<file path="config.mk">
export PLATFORM = sky130hd
export DESIGN_NAME = btn_event_arbiter
export DESIGN_NICKNAME = d
export VERILOG_FILES = /design/src/rtl/btn_event_arbiter_pkg.sv /design/src/rtl/btn_event_arbiter_btn_channel.sv /design/src/rtl/btn_event_arbiter.sv
export SDC_FILE = /design/constraint.sdc
export NUM_CORES = 1
export LEC_CHECK = 0
export BUFFER_PORTS_ARGS = -buffer_cell sky130_fd_sc_hd__buf_4
export CAP_MARGIN = 20
export CORE_MARGIN = 2
export CORE_UTILIZATION = 45
export DETAILED_ROUTE_END_ITERATION = 6
export HOLD_SLACK_MARGIN = 0.06
export PLACE_DENSITY = 0.63
export SETUP_SLACK_MARGIN = 0.2
export SLEW_MARGIN = 20
export SYNTH_ARGS = -nofsm -noshare
export SYNTH_HDL_FRONTEND = slang
export SYNTH_SLANG_ARGS = --single-unit
</file>
<file path="constraint.sdc">
create_clock -name clk -period 6.14 [get_ports clk]
set_input_delay 1.228 -clock clk [delete_from_list [all_inputs] [get_ports clk]]
set_output_delay 1.228 -clock clk [all_outputs]
set_load 0.1 [all_outputs]
</file>
<file path="src/rtl/btn_event_arbiter_pkg.sv">
// Shared definitions for the button event arbiter.
//   arb_state_e  : arbiter FSM states (IDLE, OFFER)
//   EVT_ID_W     : width of the event button index
//   LOCKOUT_DEF  : default per-button lockout after an accepted press (clk cycles)
//   LONG_CYC_DEF : default continuous-high time that defines a long press (clk cycles)
package btn_event_arbiter_pkg;

    typedef enum logic {
        ST_IDLE  = 1'b0,
        ST_OFFER = 1'b1
    } arb_state_e;

    localparam int EVT_ID_W     = 3;
    localparam int LOCKOUT_DEF  = 2000;
    localparam int LONG_CYC_DEF = 50_000_000;

endpackage

</file>
<file path="src/rtl/btn_event_arbiter_btn_channel.sv">
// Per-button front end: 2-FF synchronizer, rising-edge detect, press lockout
// and (with BTN_LONG_PRESS_EN defined) a saturating hold counter.
// Ports:
//   clk_i   : system clock
//   rst_i   : asynchronous active-high reset
//   bt_i    : raw button level, asynchronous to clk_i
//   press_o : one-cycle pulse, a press has been accepted this cycle
//   long_o  : one-cycle pulse, the button has been held LONG_CYC cycles
//             (present only with BTN_LONG_PRESS_EN)
module btn_channel
    import btn_event_arbiter_pkg::*;
#(
    parameter int LOCKOUT = LOCKOUT_DEF
`ifdef BTN_LONG_PRESS_EN
    , parameter int LONG_CYC = LONG_CYC_DEF
`endif
) (
    input  logic clk_i,
    input  logic rst_i,
    input  logic bt_i,
    output logic press_o
`ifdef BTN_LONG_PRESS_EN
    , output logic long_o
`endif
);

    localparam int LW = $clog2(LOCKOUT + 1);

    logic          s1_q, s2_q, s3_q;
    logic [LW-1:0] lock_q;
    logic          rise;

    assign rise    = s2_q & ~s3_q;
    // Rises that land inside the lockout window are simply dropped.
    assign press_o = rise && (lock_q == '0);

    always_ff @(posedge clk_i or posedge rst_i) begin
        if (rst_i) begin
            s1_q   <= 1'b0;
            s2_q   <= 1'b0;
            s3_q   <= 1'b0;
            lock_q <= '0;
        end else begin
            s1_q <= bt_i;
            s2_q <= s1_q;
            s3_q <= s2_q;
            if (press_o) begin
                lock_q <= LW'(LOCKOUT);
            end else if (lock_q != '0) begin
                lock_q <= lock_q - LW'(1);
            end
        end
    end

`ifdef BTN_LONG_PRESS_EN
    localparam int HW = $clog2(LONG_CYC + 1);

    logic [HW-1:0] hold_q;

    // Fires exactly once per hold: the counter saturates at LONG_CYC and
    // only restarts after the synchronized level drops.
    assign long_o = s2_q && (hold_q == HW'(LONG_CYC - 1));

    always_ff @(posedge clk_i or posedge rst_i) begin
        if (rst_i) begin
            hold_q <= '0;
        end else if (!s2_q) begin
            hold_q <= '0;
        end else if (hold_q != HW'(LONG_CYC)) begin
            hold_q <= hold_q + HW'(1);
        end
    end
`endif

endmodule

</file>
<file path="src/rtl/btn_event_arbiter.sv">
// Button event arbiter: N_BTN debounced/locked-out button channels feed
// per-button pending flags; a round-robin arbiter offers one event at a
// time over a valid/ready handshake.
// Optional feature macro: BTN_LONG_PRESS_EN adds long-press detection
// (evt_long=1 events); without it evt_long is tied to 0.
// Ports:
//   clk       : system clock
//   rst       : asynchronous active-high reset
//   bt        : raw button levels, asynchronous to clk
//   evt_valid : event offered to the consumer
//   evt_ready : consumer accepts the offered event
//   evt_id    : index of the button that produced the offered event
//   evt_long  : offered event is a long press
//   ovf       : sticky, a press was lost because one was already pending
//   ovf_clr   : synchronous clear of ovf (a simultaneous new overflow wins)
module btn_event_arbiter
    import btn_event_arbiter_pkg::*;
#(
    parameter int N_BTN    = 5,
    parameter int LOCKOUT  = LOCKOUT_DEF,
    parameter int LONG_CYC = LONG_CYC_DEF
) (
    input  logic                clk,
    input  logic                rst,
    input  logic [N_BTN-1:0]    bt,
    output logic                evt_valid,
    input  logic                evt_ready,
    output logic [EVT_ID_W-1:0] evt_id,
    output logic                evt_long,
    output logic                ovf,
    input  logic                ovf_clr
);

    if (N_BTN < 2 || N_BTN > 8 || LOCKOUT < 1 || LONG_CYC < 1) begin : g_bad_cfg
        $error("btn_event_arbiter: parameter out of range");
    end

    arb_state_e          state_q;
    logic [EVT_ID_W-1:0] last_q;
    logic [N_BTN-1:0]    pend_q, pend_d;
    logic [N_BTN-1:0]    press;
    logic [N_BTN-1:0]    cand;
    logic [N_BTN-1:0]    sel_mask;
    logic [N_BTN-1:0]    gnt_short;
    logic [EVT_ID_W-1:0] gnt_id;
    logic                gnt_any;
    logic                take;
    logic                ovf_set;
`ifdef BTN_LONG_PRESS_EN
    logic [N_BTN-1:0]    long_hit;
    logic [N_BTN-1:0]    lpend_q, lpend_d;
    logic [N_BTN-1:0]    gnt_long;
`endif

    for (genvar i = 0; i < N_BTN; i++) begin : g_ch
        btn_channel #(
            .LOCKOUT (LOCKOUT)
`ifdef BTN_LONG_PRESS_EN
            , .LONG_CYC(LONG_CYC)
`endif
        ) u_ch (
            .clk_i   (clk),
            .rst_i   (rst),
            .bt_i    (bt[i]),
            .press_o (press[i])
`ifdef BTN_LONG_PRESS_EN
            , .long_o(long_hit[i])
`endif
        );
    end

    // Round-robin pick starting just after the last granted index. A short
    // and a long event pending on the same index grant the short one first.
    always_comb begin
        int idx;
        idx      = 0;
        cand     = pend_q;
`ifdef BTN_LONG_PRESS_EN
        cand     = pend_q | lpend_q;
`endif
        gnt_any  = 1'b0;
        gnt_id   = '0;
        sel_mask = '0;
        for (int k = 1; k <= N_BTN; k++) begin
            idx = (int'(last_q) + k) % N_BTN;
            if (!gnt_any && cand[idx]) begin
                gnt_any       = 1'b1;
                gnt_id        = EVT_ID_W'(idx);
                sel_mask[idx] = 1'b1;
            end
        end
        take      = (state_q == ST_IDLE) && gnt_any;
        gnt_short = take ? (sel_mask & pend_q) : '0;
        // A grant clears its pending bit before the same-edge press is
        // merged, so a press during a button's own offer is not an overflow.
        pend_d    = (pend_q & ~gnt_short) | press;
        ovf_set   = |(press & pend_q & ~gnt_short);
`ifdef BTN_LONG_PRESS_EN
        gnt_long  = take ? (sel_mask & ~pend_q) : '0;
        lpend_d   = (lpend_q & ~gnt_long) | long_hit;
        ovf_set   = ovf_set | (|(long_hit & lpend_q & ~gnt_long));
`endif
    end

    always_ff @(posedge clk or posedge rst) begin
        if (rst) begin
            state_q   <= ST_IDLE;
            last_q    <= EVT_ID_W'(N_BTN - 1);
            pend_q    <= '0;
            ovf       <= 1'b0;
            evt_valid <= 1'b0;
            evt_id    <= '0;
`ifdef BTN_LONG_PRESS_EN
            lpend_q   <= '0;
            evt_long  <= 1'b0;
`endif
        end else begin
            pend_q <= pend_d;
`ifdef BTN_LONG_PRESS_EN
            lpend_q <= lpend_d;
`endif
            if (ovf_set) begin
                ovf <= 1'b1;
            end else if (ovf_clr) begin
                ovf <= 1'b0;
            end
            case (state_q)
                ST_IDLE: begin
                    if (gnt_any) begin
                        evt_id    <= gnt_id;
                        evt_valid <= 1'b1;
                        state_q   <= ST_OFFER;
`ifdef BTN_LONG_PRESS_EN
                        evt_long  <= |gnt_long;
`endif
                    end
                end
                ST_OFFER: begin
                    if (evt_ready) begin
                        evt_valid <= 1'b0;
                        last_q    <= evt_id;
                        state_q   <= ST_IDLE;
                    end
                end
                default: state_q <= ST_IDLE;
            endcase
        end
    end

`ifndef BTN_LONG_PRESS_EN
    assign evt_long = 1'b0;
`endif

endmodule

</file>
* Word level (Yosys, flattened, before mapping) *
Index checks and enable logic that the tools add are counted.

storage, ports and cells
  logic and storage cells = 172
  bits in registers = 84
  input port bits = 9

cells by class
  divide/modulo/power cells = 5
  $add $sub $neg = 10
  muxes and demuxes = 59
  reduce and logical (&&, ||, !) cells = 39
  eq/ne operators = 2
  bitwise gates (word level) = 21
  order comparisons = 10

operators by type and width
  operator                                                                              number
  32-bit by 1-bit greater-or-equal comparator with 1-bit output, second input constant  5
  32-bit by 5-bit less-than comparator with 1-bit output, second input constant         5
  32-bit by 4-bit remainder unit with 32-bit output, second input constant              5
  11-bit 2-to-1 mux                                                                     10
  11-bit zero test                                                                      5
  11-bit nonzero test                                                                   5
  11-bit by 1-bit subtractor with 11-bit output, second input constant                  5
  5-bit 2-to-1 mux                                                                      6
  1-bit 2-to-1 mux                                                                      26
  5-bit bitwise OR                                                                      5
  5-bit bitwise AND                                                                     4
  1-bit binary-select mux with 3-bit select                                             5
  1-bit demux with 3-bit select                                                         5
  1-bit logical AND                                                                     15
  3-bit 2-to-1 mux                                                                      5
  2-bit nonzero test                                                                    6
  3-bit by 2-bit adder with 4-bit output, second input constant                         2
  3-bit by 3-bit adder with 4-bit output, second input constant                         2
  1-bit NOT                                                                             6
  2-bit AND reduction                                                                   3
  1-bit bitwise AND                                                                     5
  5-bit NOT                                                                             1
  5-bit OR reduction                                                                    1
  3-bit by 1-bit adder with 4-bit output, second input constant                         1
  other kinds (3)                                                                       8

* Longest topological paths before layout *
Gate-level depths: netlist (run 1).

  depth in word-level cells = 24
  depth in mapped cells = 23

* Hierarchy *
A second synthesis (run 1) with hierarchy kept.

unflattened totals
  cells, all modules = 824
  area total of the unflattened synthesis = 7216.9 um^2

by module, submodules not included
  module             instances  seq. area each (um^2)  cells an instance  area an instance (um^2)
  btn_event_arbiter  1          351.6                  509                3738.6
  btn_channel        5          350.3                  63                 695.7

* Worst setup path before layout (run 1) *
Ideal clock, no wire load.

  path type = reg-to-reg
  from = register last_q[2]
  to = register ovf
  data arrival time = 5.068 ns
  setup time = 0.139 ns
  buffers on the path = 3
  setup slack = 0.933 ns
  cell stages (with the launch flop) = 19
  clock period less this slack = 5.207 ns
  cell sequence = dfstp_2 buf_2 clkbuf_1 inv_1 ha_1 clkbuf_1 o21ai_0 xnor2_1 ha_1 nand2b_1 a21oi_1 mux2_2 and4_1 a311o_1 or4_4 or2_0 or4_1 a31oi_1 o2111ai_1

between the ends
  word-level cells in the longest chain between the ends = 24
  elaborated cells between the ends (all ways) = 80
  classes of those cells = 5 x add/sub; 5 x div; 10 x order compare; 37 x mux; 7 x bitwise; 16 x reduce/logical

RTL lines
  element                                                                                     line                      text
  start: declaration                                                                          btn_event_arbiter.sv:39   logic [EVT_ID_W-1:0] last_q;
  start signal: assignment                                                                    btn_event_arbiter.sv:108  last_q <= EVT_ID_W'(N_BTN - 1);
  start signal: assignment                                                                    btn_event_arbiter.sv:141  last_q <= evt_id;
  branches (longest 19 deep; another with 32-bit by 4-bit remainder unit with 32-bit output)  -
  5-bit 2-to-1 mux (*)                                                                        btn_event_arbiter.sv:93   gnt_short = take ? (sel_mask & pend_q) : '0;
  5-bit NOT (*)                                                                               btn_event_arbiter.sv:97   ovf_set = |(press & pend_q & ~gnt_short);
  5-bit bitwise AND (*)                                                                       btn_event_arbiter.sv:97
  5-bit OR reduction (*)                                                                      btn_event_arbiter.sv:97
  1-bit 2-to-1 mux or 2-bit nonzero test (tied branches)                                      -
  end signal: assignment                                                                      btn_event_arbiter.sv:110  ovf <= 1'b0;
  end signal: assignment                                                                      btn_event_arbiter.sv:123  ovf <= 1'b1;
  end signal: assignment                                                                      btn_event_arbiter.sv:125  ovf <= 1'b0;
  end: declaration                                                                            btn_event_arbiter.sv:30   output logic ovf,

Every way passes the cells marked *. The select of a mux whose other input is x is not followed.
A chain may end at the register's enable or synchronous reset.

* Worst setup path in the final report (run 1) *
Same ends and word-level chain as after synthesis.

==> flow_summary.ini, run 1 <==
[timing]
tightest_slew_ns = 0.7075
hold_violations = 0
min_period_ns = 5.396
finalCritPeriodShare_pct = 87.88
finalClockSkew_ns = 0.01045
finalSetupViolations = 0
rsz0062_at_grt = no
fmax_mhz = 185.3
finalSetupTns_ns = 0
slew_headroom_pct = 52.32
final_max_slew_viol_count = 0

[clock_network]
cts_made_buffers = 9
path_clk_slew_ns = 0.06
cts_setup_buffers = 0
cts_tree = done
insertion_delay_ns = 0.34
cts_resized = 0
clk_path_buf_depth = 2
hold_buffers = 0
cts.sinks = 84
clock-root-buffer = clkbuf_16
cts-htree-levels = 3

[final_layout]
fillers = 1324
area_delta_synth_final_pct = 8.911
register_area_um2 = 2105
final_nets = 792
drive_gt1_share_pct = 10.40
multi_input_area_um2 = 3985
n_antenna_cell = 0

[floorplan]
die_h_um = 123.2
die_w_um = 123.2
std_cell_rows = 43
core_um2 = 13880
initial_core_util_pct = 46.02
die_area_um2 = 15170
ios = 15

[grt]
grt_use_total_pct = 21.84
gr-total-overflow = 0
grt_use_met3_pct = 2.352
met1_usage_pct = 29.50
grt_pass1_vias = 5432
grtUsageMet2_pct = 36.06
busiest_layer = met2
grt_pass1_wl_um = 26580
grt_start_max_net_pins = 54
antenna_found_initial = 0

[drt]
routed_wl_um = 15840
wl_per_cell_um = 17.03
dr.first_iter.drc_count = 664
ant_nets = 0
via_per_inst = 6.098
drt_first_pass_iters = 5
drc = 0
num_vias = 5671

[yosys]
ys_types = 81
synthArstFlopShare_pct = 100.0
netlist_area_um2 = 6389
synth-main-ff-cell = dfrtp_1
synthesis.nets = 789
synth_cells = 742
synth-seq-cells = 84
synth_warnings = 0
synth-edff-count = 0
yosysSeqAreaShare_pct = 32.92
synth.avg_cell_area_um2 = 8.610

[run_status]
status = complete, no violations

[worst_hold_path]
hold_path_end = g_ch[0].u_ch.s2_q
min-delay-start = g_ch[0].u_ch.s1_q
hold_class = register to register
hold_depth = 0

[critical_path]
crit_path_start_kind = register
required_ns = 6.34
rr_startpoint = last_q[2]
cp_max_fo = 15
worst_r2r_endpoint = ovf
worst-r2r-setup-slack_ns = 0.74
critical_path_class = register to register
crit_arrival_ns = 5.60
r2r_cells = 18
endpoint_kind = register

[place]
io_buffers = 13
hpwl_um = 11710
globalplace.congestion = 0.9323

[job]
drv_cap = 0
cell families (layout without fill, tap and decap cells):
group / after synthesis / in the layout / share of synthesized area (%)
muxes: 31 / 31 / 5.503
adders and majority gates: 38 / 38 / 7.442
AOI/OAI and AO/OA: 199 / 199 / 21.47
DFF: 84 / 84 / 32.92
buffers and inverters: 74 / 82 / 4.818
and+or+nand+nor: 288 / 288 / 23.97
xor gates and xnor gates: 27 / 27 / 3.819
other: 1 / 1 / 0.05870
synthesized netlist by cell type, drive strengths merged (4+ instances only):
cell	n	share of area [%]
a211o	5	0.69
a211oi	9	1.1
a21boi	5	0.59
a21o	9	1.1
a21oi	37	3.1
a221oi	4	0.55
a311oi	4	0.55
a31oi	10	0.98
and2	7	0.69
and3	5	0.49
buf	10	1.1
clkbuf	23	1.4
dfrtp	83	33
ha	38	7.4
inv	41	2.4
mux2	13	2.3
mux2i	16	2.5
nand2	52	3.1
nand2b	26	2.5
nand3	24	1.9
nand4	7	0.69
nor2	55	3.2
nor2b	13	1.3
nor3	30	2.4
nor3b	5	0.59
nor4	13	1.3
o211a	4	0.63
o211ai	8	0.94
o21a	4	0.47
o21ai	46	3.6
o221ai	7	0.96
o22ai	5	0.49
o31ai	7	0.82
o32ai	4	0.55
or2	14	1.4
or3	12	1.2
or4	7	0.88
xnor2	16	2.3
xor2	11	1.5
metrics by stage:
stage          util (%)  area [µm²]  cells  worst slack (ns)  hold WS (ns)
6_report          50.13        6958    930            0.7443        0.3527
5_1_grt           50.13        6958    930            0.3545        0.3576
4_1_cts           50.07        6950    930            0.7567        0.3553
3_5_place_dp      47.91        6650    914            0.7934        0.3371
3_3_place_gp      47.91        6650    914            0.9666        0.3367
2_1_floorplan         -        6389    742            0.9330        0.3312
sequential cells by signal, summed over array words and instances (netlist names):
register / flops
ovf: 1
g_ch.u_ch.s2_q: 5
state_q: 1
g_ch.u_ch.lock_q: 55
cand: 5
g_ch.u_ch.s1_q: 5
g_ch.u_ch.s3_q: 5
evt_valid: 1
last_q: 3
evt_id: 3
metal layers:
metal / wire [µm] / vias up
met5: 0 / -
met4: 344 / 0
met3: 627 / 27
met2: 7407 / 158
met1: 7459 / 2746
li1: - / 2740
worst max-delay path by stage:
stage / end / slack (ns) / from / cells after the start
2_1_floorplan: ovf / 0.93 / last_q[2] / 18
3_3_place_gp: ovf / 0.97 / last_q[2] / 18
3_5_place_dp: ovf / 0.79 / last_q[2] / 18
4_1_cts: ovf / 0.76 / last_q[2] / 18
5_1_grt: ovf / 0.35 / last_q[2] / 18
6_report: ovf / 0.74 / last_q[2] / 18
final cells by class:
class / instances / share of cell area [%]
inverters: 41 / 2.230
well taps: 180 / 3.237
repair buffers: 25 / 2.697
clock buffers: 9 / 3.237
multi-input cells: 584 / 57.27
flip-flops and latches: 84 / 30.25
clock inverters: 7 / 1.079
critical path, stage by stage, from the launching register on:
cell and delay (ns):
dfstp_2 0.64, buf_4 0.26, xnor2_2 0.22, inv_1 0.17
ha_1 0.27, nor2_1 0.17, a21oi_1 0.12, xnor2_1 0.38
ha_1 0.24, nand2b_1 0.13, o21ai_0 0.12, o211a_1 0.26
or2_1 0.31, o311a_1 0.39, or4_4 0.59, or2_0 0.25
or4_1 0.43, a31oi_1 0.19, o2111ai_1 0.12
placed cells by master (no fill, tap or decap), types with 12 or more instances in the layout:
| master | instances |
|---|---|
| a21oi_1 | 36 |
| buf_4 | 25 |
| dfrtp_1 | 82 |
| ha_1 | 38 |
| inv_1 | 39 |
| mux2i_1 | 16 |
| nand2_1 | 52 |
| nand2b_1 | 26 |
| nand3_1 | 24 |
| nor2_1 | 55 |
| nor2b_1 | 13 |
| nor3_1 | 30 |
| nor4_1 | 13 |
| o21ai_0 | 46 |
| or3_1 | 12 |
| xnor2_1 | 15 |
Power of run 1 is left out: the tool's default activity adds up to more than one toggle a clock period on the data nets, which glitch-free logic cannot reach.
==> inputs of run 2 (changes only) <==
--- a/config.mk
+++ b/config.mk
@@ -5,13 +5,13 @@
 export SDC_FILE = /design/constraint.sdc
 export NUM_CORES = 1
 export LEC_CHECK = 0
-export BUFFER_PORTS_ARGS = -buffer_cell sky130_fd_sc_hd__buf_4
+export BUFFER_PORTS_ARGS = -buffer_cell sky130_fd_sc_hd__buf_2
 export CAP_MARGIN = 20
 export CORE_MARGIN = 2
-export CORE_UTILIZATION = 45
+export CORE_UTILIZATION = 55
 export DETAILED_ROUTE_END_ITERATION = 6
 export HOLD_SLACK_MARGIN = 0.06
-export PLACE_DENSITY = 0.63
+export PLACE_DENSITY = 0.73
 export SETUP_SLACK_MARGIN = 0.2
 export SLEW_MARGIN = 20
 export SYNTH_ARGS = -nofsm -noshare
==> flow_summary.ini, run 2 (synthesized netlist as in run 1, its figures left out) <==
[grt]
antenna_found_initial = 0
grt_pass1_vias = 5486
gr-total-overflow = 0
grt_start_max_net_pins = 85
grt_use_total_pct = 26.19
grt_pass1_wl_um = 26790

[critical_path]
required_ns = 6.35
critical_path_class = register to register
critPathSlowestCell = dfrtp_2
cp_cell_sequence = inv_1 -> ha_1 -> xnor2_2 -> inv_1 -> ha_1 -> nor2_1 -> a21oi_1 -> xnor2_2 -> ha_1 -> nand2b_1 -> o21ai_0 -> o21ai_0 -> mux2_2 -> a2111oi_2 -> or4_4 -> o31a_1 -> o32ai_1 -> a22oi_1 -> o2111ai_1
worst-r2r-setup-slack_ns = 0.64
endpoint_kind = register
crit_arrival_ns = 5.71
cp_max_fo = 24
r2r_cells = 19
crit_path_start_kind = register
cpMostUsedCell = ha_1
cpPeakStageDelay_ns = 0.66
rr_startpoint = last_q[0]
worst_r2r_endpoint = ovf

[final_layout]
drive_gt1_share_pct = 10.67
final_cell_mix = 82 x dfrtp_1, 55 x nor2_1, 52 x nand2_1
final_nets = 792
layout_commonest_cell = dfrtp_1
fillers = 993
top_register = g_ch.u_ch.lock_q
largest_register_ffs = 55
area_delta_synth_final_pct = 8.088
n_antenna_cell = 0

[floorplan]
die_h_um = 111.8
ios = 15
std_cell_rows = 39
core_um2 = 11370
initial_core_util_pct = 56.19
die_area_um2 = 12490
die_w_um = 111.8

[drt]
drc = 0
ant_nets = 0
wl_per_cell_um = 17.80
wirelength_met1_um = 6971
routed_wl_um = 15890
dr.first_iter.drc_count = 609
via_per_inst = 6.356
wl_met3_um = 1034
drt_first_pass_iters = 5
topRoutingLayerUsed = met4
wl_met2_um = 7579
num_vias = 5676

[clock_network]
clock-root-buffer = clkbuf_16
clk_path_buf_depth = 2
cts_tree = done
cts_made_buffers = 9
path_clk_slew_ns = 0.07
insertion_delay_ns = 0.35
cts-htree-levels = 3
cts_setup_buffers = 0
cts.sinks = 84

[worst_hold_path]
min-delay-start = g_ch[3].u_ch.s1_q
hold_depth = 0
hold_path_end = g_ch[3].u_ch.s2_q
hold_class = register to register

[timing]
tightest_slew_ns = 1.013
finalSetupTns_ns = 0
finalCritPeriodShare_pct = 89.52
finalSetupViolations = 0
finalClockSkew_ns = 0.01283
slew_headroom_pct = 31.62
hold_violations = 0
final_max_slew_viol_count = 0
rsz0062_at_grt = no
min_period_ns = 5.497
fmax_mhz = 181.9

[place]
globalplace.congestion = 0.9092
hpwl_um = 11620
io_buffers = 13

[job]
drv_cap = 0

[run_status]
status = complete, no violations
-- run 2: how the worst max path moves through the flow --
stage / startpoint / endpoint
after floorplan: last_q[2] / ovf
after global placement: last_q[0] / ovf
after detailed placement: last_q[0] / ovf
after CTS: last_q[0] / ovf
after global routing: last_q[0] / ovf
final: last_q[0] / ovf
-- run 2: metal layers --
| layer | track usage (%) | vias up |
|---|---|---|
| li1 | - | 2743 |
| met1 | 34.74 | 2689 |
| met2 | 42.91 | 216 |
| met3 | 5.063 | 28 |
| met4 | 9.547 | 0 |
| met5 | 0 | - |
-- run 2: layout make-up --
cell class                      count  area, µm²  area share (%)
Clock inverter                      7      82.58           1.196
Sequential cell                    84       2105           30.48
Clock buffer                        9      225.2           3.261
Inverter                           41      155.1           2.247
Tap cell                          143      178.9           2.591
Multi-Input combinational cell    584       4000           57.93
Timing Repair Buffer               25      158.9           2.301
-- run 2: repair_timing --
item,in CTS,in global routing
endpoints found under the setup margin,0,9
hold buffers,0,0
gates resized for setup,0,3
-- run 2: per-stage QoR --
step | hold WS, ns | std cells | instance area [µm²] | utilization [%] | worst slack (ns)
finish | 0.3502 | 893 | 6905 | 60.74 | 0.6435
global route | 0.3562 | 893 | 6905 | 60.74 | 0.2990
CTS | 0.3529 | 893 | 6879 | 60.50 | 0.3752
detailed placement | 0.3373 | 877 | 6571 | 57.80 | 0.4142
global placement | 0.3315 | 877 | 6571 | 57.80 | 0.7329
floorplan | 0.3312 | 742 | 6389 | - | 0.9330
-- run 2: critical path: cells and delay by family, from the launching register on --
kind / cells / cell delay (ns)
multiplexers: 1 / 0.42
XOR/XNOR: 2 / 0.48
adder cells (fa/ha/maj): 3 / 0.73
AO/OA/AOI/OAI: 8 / 2.19
AND/OR/NAND/NOR: 3 / 0.62
flip-flops: 1 / 0.66
buffers and inverters: 2 / 0.23
Power of run 2 is left out for the same reason.
